### config.mk
export PLATFORM = sky130hd
export DESIGN_NAME = hazard_scoreboard
export DESIGN_NICKNAME = d
export VERILOG_FILES = /design/src/rtl/hazard_scoreboard_pkg.sv /design/src/rtl/hs_youngest_match.sv /design/src/rtl/hazard_scoreboard.sv
export SDC_FILE = /design/constraint.sdc
export NUM_CORES = 1
export LEC_CHECK = 0
export CORE_MARGIN = 4
export CORE_UTILIZATION = 40
export CTS_CLUSTER_SIZE = 16
export DETAILED_ROUTE_END_ITERATION = 10
export PLACE_DENSITY_LB_ADDON = 0.3
export SYNTH_ARGS = -nofsm -noshare
export SYNTH_HDL_FRONTEND = slang
export SYNTH_SLANG_ARGS = --single-unit
### constraint.sdc
create_clock -name hs_clk -period 6.3 [get_ports hs_clk]
set_clock_uncertainty 0.05 [all_clocks]
set_input_delay 1.26 -clock hs_clk [delete_from_list [all_inputs] [get_ports hs_clk]]
set_output_delay 1.26 -clock hs_clk [all_outputs]
set_load 0.005 [all_outputs]
### src/rtl/hazard_scoreboard_pkg.sv
// Shared widths and tracking-entry layout for the hazard scoreboard and its lookups.
package hazard_scoreboard_pkg;

   localparam int HS_NREG     = 32;
   localparam int HS_NSTAGE   = 3;
   localparam int HS_LOAD_LAT = 2;
   localparam int HS_AW       = $clog2(HS_NREG);
   localparam int HS_FW       = $clog2(HS_NSTAGE);
   localparam int HS_CW       = 32;

   // One in-flight instruction; the source fields are only consulted in stage 0.
   typedef struct packed {
      logic             valid;
      logic             wr;
      logic [HS_AW-1:0] rd;
      logic             is_load;
      logic [HS_AW-1:0] fwd_rs_src;
      logic [HS_AW-1:0] fwd_rt_src;
   } hs_entry_t;

   localparam hs_entry_t HS_BUBBLE = '0;

endpackage

### src/rtl/hs_youngest_match.sv
// Priority search: lowest-index candidate stage whose destination equals src (r0 never matches).
module hs_youngest_match #(
   parameter int N  = 3,
   parameter int AW = 5,
   parameter int IW = 2
) (
   input  logic [N-1:0]         cand,
   input  logic [N-1:0][AW-1:0] rd,
   input  logic [AW-1:0]        src,
   output logic                 hit,
   output logic [IW-1:0]        idx
);

   // NOTE: every output gets a default before the search so no latch can be inferred.
   always_comb begin
      hit = 1'b0;
      idx = '0;
      for (int j = N - 1; j >= 0; j--) begin
         if (cand[j] && (rd[j] == src) && (src != '0)) begin
            hit = 1'b1;
            idx = IW'(j);
         end
      end
   end

endmodule

### src/rtl/hazard_scoreboard.sv
// Decode-stage hazard scoreboard: load-use stall, forwarding selects and a stall counter.
module hazard_scoreboard
   import hazard_scoreboard_pkg::*;
#(
   parameter  int NREG     = HS_NREG,
   parameter  int NSTAGE   = HS_NSTAGE,
   parameter  int LOAD_LAT = HS_LOAD_LAT,
   localparam int AW       = $clog2(NREG),
   localparam int FW       = $clog2(NSTAGE)
) (
   input  logic             hs_clk,
   input  logic             hs_rst,
   input  logic             hs_i_valid,
   input  logic [AW-1:0]    hs_i_rs,
   input  logic [AW-1:0]    hs_i_rt,
   input  logic             hs_i_use_rs,
   input  logic             hs_i_use_rt,
   input  logic             hs_i_wr,
   input  logic [AW-1:0]    hs_i_rd,
   input  logic             hs_i_is_load,
   input  logic             hs_i_flush,
   input  logic             hs_i_cnt_clr,
   output logic             hs_o_stall,
   output logic             hs_o_issue,
   output logic [FW-1:0]    hs_o_fwd_rs,
   output logic [FW-1:0]    hs_o_fwd_rt,
   output logic [HS_CW-1:0] hs_o_stall_cnt
);

   localparam logic [HS_CW-1:0] CNT_MAX = '1;

   hs_entry_t                  pipe [NSTAGE];
   hs_entry_t                  dec_entry;
   logic [NSTAGE-1:0]          cand_all, cand_fwd;
   logic [NSTAGE-1:0][AW-1:0]  rd_all;
   logic                       s_rs_hit, s_rt_hit, f_rs_hit, f_rt_hit;
   logic [FW-1:0]              s_rs_idx, s_rt_idx, f_rs_idx, f_rt_idx;
   logic                       rs_haz, rt_haz;

   always_comb begin
      cand_all = '0;
      rd_all   = '0;
      for (int j = 0; j < NSTAGE; j++) begin
         cand_all[j] = pipe[j].valid && pipe[j].wr;
         rd_all[j]   = pipe[j].rd;
      end
      // The stage-0 instruction is the consumer of forwarding, never its own producer.
      cand_fwd    = cand_all;
      cand_fwd[0] = 1'b0;
   end

   hs_youngest_match #(.N(NSTAGE), .AW(AW), .IW(FW)) u_stall_rs (
      .cand(cand_all), .rd(rd_all), .src(hs_i_rs), .hit(s_rs_hit), .idx(s_rs_idx));
   hs_youngest_match #(.N(NSTAGE), .AW(AW), .IW(FW)) u_stall_rt (
      .cand(cand_all), .rd(rd_all), .src(hs_i_rt), .hit(s_rt_hit), .idx(s_rt_idx));
   hs_youngest_match #(.N(NSTAGE), .AW(AW), .IW(FW)) u_fwd_rs (
      .cand(cand_fwd), .rd(rd_all), .src(pipe[0].fwd_rs_src), .hit(f_rs_hit), .idx(f_rs_idx));
   hs_youngest_match #(.N(NSTAGE), .AW(AW), .IW(FW)) u_fwd_rt (
      .cand(cand_fwd), .rd(rd_all), .src(pipe[0].fwd_rt_src), .hit(f_rt_hit), .idx(f_rt_idx));

   // A load producer stalls only while its data is still before the forwardable stage.
   assign rs_haz = hs_i_use_rs && s_rs_hit && pipe[s_rs_idx].is_load
                   && ((int'(s_rs_idx) + 1) < LOAD_LAT);
   assign rt_haz = hs_i_use_rt && s_rt_hit && pipe[s_rt_idx].is_load
                   && ((int'(s_rt_idx) + 1) < LOAD_LAT);

   assign hs_o_stall  = !hs_rst && hs_i_valid && !hs_i_flush && (rs_haz || rt_haz);
   assign hs_o_issue  = !hs_rst && hs_i_valid && !hs_i_flush && !hs_o_stall;
   assign hs_o_fwd_rs = (pipe[0].valid && f_rs_hit) ? f_rs_idx : '0;
   assign hs_o_fwd_rt = (pipe[0].valid && f_rt_hit) ? f_rt_idx : '0;

   always_comb begin
      dec_entry            = HS_BUBBLE;
      dec_entry.valid      = 1'b1;
      dec_entry.wr         = hs_i_wr;
      dec_entry.rd         = hs_i_rd;
      dec_entry.is_load    = hs_i_is_load;
      dec_entry.fwd_rs_src = hs_i_rs;
      dec_entry.fwd_rt_src = hs_i_rt;
   end

   // NOTE: sequential state uses non-blocking assignments so every stage samples the old value.
   always_ff @(posedge hs_clk or posedge hs_rst) begin
      if (hs_rst) begin
         for (int j = 0; j < NSTAGE; j++) pipe[j] <= HS_BUBBLE;
      end else begin
         pipe[0] <= hs_o_issue ? dec_entry : HS_BUBBLE;
         for (int j = 1; j < NSTAGE; j++) pipe[j] <= pipe[j-1];
      end
   end

   always_ff @(posedge hs_clk or posedge hs_rst) begin
      if (hs_rst)
         hs_o_stall_cnt <= '0;
      else if (hs_i_cnt_clr)
         hs_o_stall_cnt <= '0;
      else if (hs_o_stall && (hs_o_stall_cnt != CNT_MAX))
         hs_o_stall_cnt <= hs_o_stall_cnt + 1'b1;
   end

endmodule

# [Yosys cells after proc, flatten, opt, wreduce, memory -nomap -nowiden]
# Cells that the tools add are included.
[word_totals] register_bits=86 latch_bits=0 mem_bits_rw=0 mem_bits_ro=0 in_bits=24 output_inout_bits=38 mem_count=0
[classes] n_addsub=3 n_mul=0 div_mod_pow=0 order_cmp=4 eq_ne=11 shift=0 n_mux=31 n_bitwise=2 n_reduce_logical=45
[ops] operator="$bmux 18 s2" n=2
[ops] operator="$mux 32" n=2
[ops] operator="$eq 5x5->1" n=10
[ops] operator="$mux 11" n=4
[ops] operator="$logic_and 1x1->1" n=36
[ops] operator="$add 32x1->32 const B" n=1
[ops] operator="$ne 32x32->1 const B" n=1
[ops] operator="$mux 2" n=12
[ops] operator="$reduce_bool 5->1" n=4
[ops] operator="$mux 18" n=1
[ops] operator="$mux 1" n=10
[ops] operator="$add 2x1->3 const B" n=2
[ops] operator="$ge 3x3->1 const B" n=2
[ops] operator="$lt 3x2->1 const B" n=2
[ops] operator="$not 2->3" n=2
[ops] operator="$logic_not 1->1" n=3
[ops] operator="$reduce_bool 2->1" n=1
[ops] operator="$logic_or 1x1->1" n=1

# [Longest topological paths before layout]
[logic_depth] ltp_word=17 depth_mapped=9 ltp_nobuf=7

# [By module]
# From an unflattened synthesis, not the netlist that was laid out.
[unflattened] cells_unflattened=369 hier_area_um2=3599.7
[modules_own_cells] module="hazard_scoreboard" instances=1 cells_each=257 area_per_inst_um2=2748.9
[modules_own_cells] module="hs_youngest_match" instances=4 cells_each=28 area_per_inst_um2=212.7

# [Worst setup path before layout]
# No wires, ideal clock.
[synth_path] kind="input -> output" startpoint="input hs_i_rt[1]" endpoint="output hs_o_stall" arrival_time_ns=2.616 path_slack_ns=2.374 stages=7 n_path_buf=2 path_cell_list="or4_1 -> nor2_1 -> or4_1 -> a211o_1 -> buf_6 -> inv_1 -> buf_2"
[synth_via] elab_chain_cells=14 word_cells_on_any_way=27 cone_classes="add/sub: 1; order compare: 1; eq/ne: 3; mux: 9; bitwise: 1; reduce/logical: 12"
[synth_lines] item="from (decl)" line="hazard_scoreboard.sv:15" source="input logic [AW-1:0] hs_i_rt,"
[synth_lines] item="branches (longest 11 deep; another with $add 2x1->3)"
[synth_lines] item="$logic_and 1x1->1 *" line="hazard_scoreboard.sv:65" source="&& ((int'(s_rt_idx) + 1) < LOAD_LAT);"
[synth_lines] item="$logic_or 1x1->1 *" line="hazard_scoreboard.sv:67" source="assign hs_o_stall = !hs_rst && hs_i_valid && !hs_i_flush && (rs_haz || rt_haz);"
[synth_lines] item="$logic_and 1x1->1 *" line="hazard_scoreboard.sv:67"
[synth_lines] item="to (decl)" line="hazard_scoreboard.sv:23" source="output logic hs_o_stall,"
# Every way passes the cells marked *. The select of a mux whose other input is x is not followed.

# [Worst setup path after layout]
# Same ends and word-level chain as after synthesis.

==> out/qor.yml <==
status: "finished clean"
cp_cell_sequence: "clkdlybuf4s50_1 -> or4_1 -> nor2_1 -> or4_1 -> a211o_1 -> buf_4 -> inv_1 -> buf_4 -> clkdlybuf4s50_1"
crit_type: "input port to primary output"
cp_slowest_cell: "or4_1"
avgSynthCellArea_sq_um: 9.88
worstSetupEndpointType: "primary output"
swShare_pct: 22.8
die-area_sq_um: 9660
grt-ovfl-total: 0
rows: 32
required_ns: 4.99
fill_cells: 716
yosysSeqAreaShare_pct: 49.1
synth_seq_cells: 64
dr.pass1.iters: 4
ant_nets: 0
finalSetupTns_ns: 0
ys.warnings.count: 0
nNetsFinal: 415
globalRouteTotalUtil_pct: 16.6
place_congestion: 0.779
crit_fanout: 46
placed_cells: 481
pre_cts_slack_ns: 1.12
post_cts_resized: 0
stdcell_count: 497
cts_tree: "yes"
crit_path_start_kind: "input port"
relSlewSlack_pct: 33.3
drt_iter0_drc: 148
wl_mm: 7.61
drc: 0
peakVddDrop_mv: 0.117
grt_pass1_vias: 2675
numCtsBuffers: 9
dr_total_vias: 2722
start_util_pct: 41.7
p_clk_share_pct: 45.6
synth_compound_area_share_pct: 10.6
grt_antenna_before_repair: 0
post-route-min-period_ns: 5.19
dieWidth_microns: 98.3
ys_types: 35
combPwrFrac_pct: 5.7
muxShareOfSynthArea_pct: 1.73
r2r_cells: 6
fin_crit_sh_pct: 82.4
dieHeight_microns: 98.3
cts_setup_buffers: 0
finalSetupViolations: 0
placed_area_sq_um: 3950
synthAdderAreaFrac_pct: 0.384
power_frac_seq_pct: 48.8
tightest_slew_ns: 0.992
holdPathStages: 0
syn_nets: 355
io_buffer_count: 61
max_cap_viol_count: 0
synth_top_family_by_area: "simple AND/OR/NAND/NOR gates"
maxUsedRoutingLayer: "met4"
clk_path_buf_depth: 2
insertion_delay_ns: 0.34
viasPerCell: 5.48
fin_area_sq_um: 4180
wl_met2_mm: 3.63
boundaryPins: 62
holdCritPathClass: "register to register"
p_per_area_nw_per_um2: 207
cts.sinks: 64
holdBufCountCts: 0
syn_inst: 330
cts-root-buf: "clkbuf_8"
area_growth_pct: 28.2
final-seq-area_sq_um: 1600
timing.final.ws_setup_ns: 1.11
synthXorXnorAreaFrac_pct: 8.06
dpl.hpwl_mm: 5.42
wl_per_cell_microns: 15.3
hold_viol: 0
diodes: 0
final_cell_mix: "64 x dfrtp_1, 61 x clkdlybuf4s50_1, 29 x xnor2_1"
slew_viol_final: 0
fin_util_pct: 53.5
grt_max_degree: 65
fmax_ghz: 0.193
met1_length_mm: 3.49
path_clk_slew_ns: 0.07
arrival_ns: 3.88
multi_input_area_sq_um: 1560
final_common_cell: "dfrtp_1"
grt_setup_unrepaired: "no"
grt_first_pass_wirelength_mm: 13.1
critical-path-max-stage-delay_ns: 0.57
synth_area_sq_um: 3260
core-area_sq_um: 7810
power.leakage_nw: 1.61
htreeDepth: 3
p_int_mw: 0.669
synth-simple-area-share_pct: 27.0
drive_gt1_share_pct: 8.10
dr_wl_met3_microns: 388
p_sw_mw: 0.197
==> cells by family after synthesis <==
group | Yosys count
DFF | 64
adders and majority gates | 1
and+or+nand+nor | 152
buffers and inverters | 21
AOI/OAI and AO/OA | 57
muxes | 5
xor gates and xnor gates | 30
==> routing by layer <==
metal	vias up	track usage [%]
li1	1331	-
met1	1315	22.9
met2	68	25.2
met3	8	3.57
met4	0	7.35
met5	-	0
==> critical path, delay by kind of cell <==
| kind | cells | cell delay [ns] |
|---|---|---|
| AOI/OAI and AO/OA | 1 | 0.28 |
| and+or+nand+nor | 3 | 0.74 |
| buffers and inverters | 5 | 1.58 |
==> flip-flops by register name, indices dropped and copies added (netlist names) <==
register / cells
hs_o_stall_cnt: 32
pipe: 32
==> power by group through the flow <==
| stage | sequential [mW] | clock, mW | combinational [mW] |
|---|---|---|---|
| 5_1_grt | 0.423 | 0.424 | 0.0549 |
| 4_1_cts | 0.422 | 0.403 | 0.0501 |
| 3_5_place_dp | 0.430 | 0 | 0.0500 |
| 2_1_floorplan | 0.428 | 0 | 0.0268 |
| 3_3_place_gp | 0.430 | 0 | 0.0493 |
| 6_report | 0.422 | 0.395 | 0.0491 |
==> synthesized netlist by cell type (all sizes together) <==
| library cell | number | area [sq um] |
|---|---|---|
| nand4 | 25 | 156 |
| and4 | 4 | 35.0 |
| buf | 6 | 42.5 |
| o31a | 1 | 8.76 |
| clkbuf | 11 | 41.3 |
| xnor2 | 29 | 254 |
| o21ba | 1 | 10.0 |
| nor3 | 9 | 45.0 |
| and4b | 1 | 10.0 |
| o21ai | 12 | 60.1 |
| dfrtp | 64 | 1600 |
| xor2 | 1 | 8.76 |
| and2 | 20 | 125 |
| a31oi | 1 | 6.26 |
| nand3 | 12 | 60.1 |
| or4 | 11 | 82.6 |
| ha | 1 | 12.5 |
| o41ai | 2 | 17.5 |
| a21oi | 26 | 130 |
| nand3b | 3 | 22.5 |
| o31ai | 7 | 52.6 |
| a211o | 2 | 17.5 |
| nand2b | 2 | 12.5 |
| a31o | 3 | 26.3 |
| and3 | 8 | 50.1 |
| nor4 | 8 | 50.1 |
| nor2 | 15 | 56.3 |
| nor2b | 5 | 31.3 |
| or3 | 14 | 87.6 |
| a21bo | 1 | 10.0 |
| nand2 | 15 | 56.3 |
| inv | 4 | 15.0 |
| mux2 | 5 | 56.3 |
| a211oi | 1 | 7.51 |
==> through the flow <==
stage	hold WS [ns]	total power [mW]
CTS	0.362	0.875
global route	0.381	0.902
floorplan	0.304	0.455
finish	0.358	0.866
detailed placement	0.338	0.480
global placement	0.332	0.479
==> worst paths after layout <==
| path | start | to | slack [ns] |
|---|---|---|---|
| max | hs_i_rt[1] | hs_o_stall | 1.11 |
| min | pipe[52] | pipe[34] | 0.36 |
| max reg2reg | hs_o_stall_cnt[17] | hs_o_stall_cnt[14] | 3.30 |
| min reg2reg | pipe[52] | pipe[34] | 0.36 |
| max in group asynchronous | hs_rst | pipe[41] | 4.24 |
| min in group asynchronous | hs_rst | hs_o_stall_cnt[31] | 1.42 |
==> area by class of cell <==
| class | count | area share (%) |
|---|---|---|
| well taps | 102 | 3.05 |
| inverters | 4 | 0.359 |
| multi-input cells | 245 | 37.3 |
| repair buffers | 66 | 15.5 |
| clock inverters | 7 | 2.46 |
| flip-flops and latches | 64 | 38.3 |
| clock buffers | 9 | 2.96 |
Power figures use the tool's default switching activity.
==> RTL change, RTL diff (config.mk and constraints unchanged) <==
Reset style: synchronous (`hs_rst`), changed in 2 clocked blocks.
--- a/src/rtl/hazard_scoreboard.sv
+++ b/src/rtl/hazard_scoreboard.sv
@@ -80,7 +80,7 @@
    end
 
    // NOTE: sequential state uses non-blocking assignments so every stage samples the old value.
-   always_ff @(posedge hs_clk or posedge hs_rst) begin
+   always_ff @(posedge hs_clk) begin
       if (hs_rst) begin
          for (int j = 0; j < NSTAGE; j++) pipe[j] <= HS_BUBBLE;
       end else begin
@@ -89,7 +89,7 @@
       end
    end
 
-   always_ff @(posedge hs_clk or posedge hs_rst) begin
+   always_ff @(posedge hs_clk) begin
       if (hs_rst)
          hs_o_stall_cnt <= '0;
       else if (hs_i_cnt_clr)
Check against the original RTL: differs if hs_rst is asserted again (counterexample within 4 cycles, from zero or initial values and one cycle with hs_rst high); with hs_rst held inactive, the same outputs for 10 cycles.
==> RTL change against the unedited design <==
- critical path depth shrank 2
- routed wire length shrank 3.3%
- combinational power shrank 19%
- sequential power shrank 2%
- total power grew 3.6%
- synthesized cell count grew 1.8%
- clock power grew 12%
- sequential cell count is the same
- synthesized area shrank 10%
- worst setup slack lost 130 ps
- final area shrank 8.1%
- highest routed layer unchanged
==> RTL change: results (changes against the unedited design) <==
metric,value,unit,change
synth_compound_area_share,13.5,%,was 10.6%
via_count,2666,,was 2722
fin_nets,418,,was 415
p_clk_share,49.5,%,was 45.6%
use_met1,23.5,%,was 22.9%
async_flop_share,0,%,was 100%
firstDrtPassIters,4,,unchanged
synth_cell_types,31,,was 35
grt_max_degree,51,,was 65
use_met2,27.3,%,was 25.2%
dp_cells,478,,was 481
cts_buffer_depth,2,,unchanged
ys_seq_area_share,43.8,%,was 49.1%
worstMarginPinSlew,1240,ps,was 992 ps
crit_fanout,18,,was 46
drive_above_1_share,4.77,%,was 8.10%
path_delay_family,simple AND/OR/NAND/NOR gates,,was buffers and inverters
cts_buffers,9,,unchanged
first_iter_violations,130,,was 148
wl,7350,um,was 7610 um
synth_xor_area_share,9.28,%,was 8.06%
netlist_instances,336,,was 330
critPathArrivalTime,4010,ps,was 3880 ps
antenna_found_initial,0,,unchanged
combPwrFrac,4.4,%,was 5.7%
muxShareOfSynthArea,0,%,was 1.73%
grt_pass1_wl,12200,um,was 13100 um
synthFlopType,dfxtp_1,,was dfrtp_1
vdd_drop_max,89.3,uV,was 117 uV
synth_common_cells,"64 x dfxtp_1, 33 x a21oi_1, 29 x xnor2_1",,"was 64 x dfrtp_1, 29 x xnor2_1, 26 x a21oi_1"
leakage,0.00119,uW,was 0.00161 uW
gp_congestion,0.830,,was 0.779
drt-met1-wl,3440,um,was 3490 um
dp_slack,972,ps,was 1120 ps
clock_power,444,uW,was 395 uW
status,"complete, no violations",,unchanged
synth_fa_ha_area_share,0.428,%,was 0.384%
placed_area,3590,um2,was 3950 um2
syn-num-nets,361,,was 355
slowest_stage,clkdlybuf4s50_1,,was or4_1
yosysWarnings,0,,unchanged
cpPeakStageDelay,650,ps,was 570 ps
met3WireLength,308,um,was 388 um
swShare,22.0,%,was 22.8%
synthTopCellsByArea,"dfxtp_1 44%, xnor2_1 8.7%, a21oi_1 5.6%, nand4_1 5.3%, and2_1 4.9%",,"was dfrtp_1 49%, xnor2_1 7.8%, nand4_1 4.8%, a21oi_1 4.0%, and2_1 3.8%"
fin_cells,494,,was 497
dpl.hpwl,5310,um,was 5420 um
track_usage,17.7,%,was 16.6%
met2_length,3470,um,was 3630 um
use_met3,3.94,%,was 3.57%
grt_pass1_vias,2541,,was 2675
RTL change: kinds of logic after synthesis:
kind of cell | count (synthesis)
buffers and inverters | 21
AO/OA/AOI/OAI | 67
adder cells (fa/ha/maj) | 1
AND/OR/NAND/NOR | 152
XOR/XNOR | 31
flip-flops | 64
RTL change: cell type report:
cell class / instances / area (um2)
clock buffer: 9 / 124
clock inverter: 7 / 125
fill: 642 / 3100
inverter: 6 / 22.5
multi-input combinational: 251 / 1560
sequential: 64 / 1280
tap: 96 / 120
timing repair buffer: 61 / 611
RTL change: worst paths after layout:
kind         depth (start not counted)              start  slack (ps)            endpoint
max                                  7         hs_i_rt[1]         980          hs_o_issue
min                                  1        pipe[1][17]         440         pipe[2][17]
max reg2reg                          7  hs_o_stall_cnt[0]        3030  hs_o_stall_cnt[29]
min reg2reg                          1        pipe[1][17]         440         pipe[2][17]
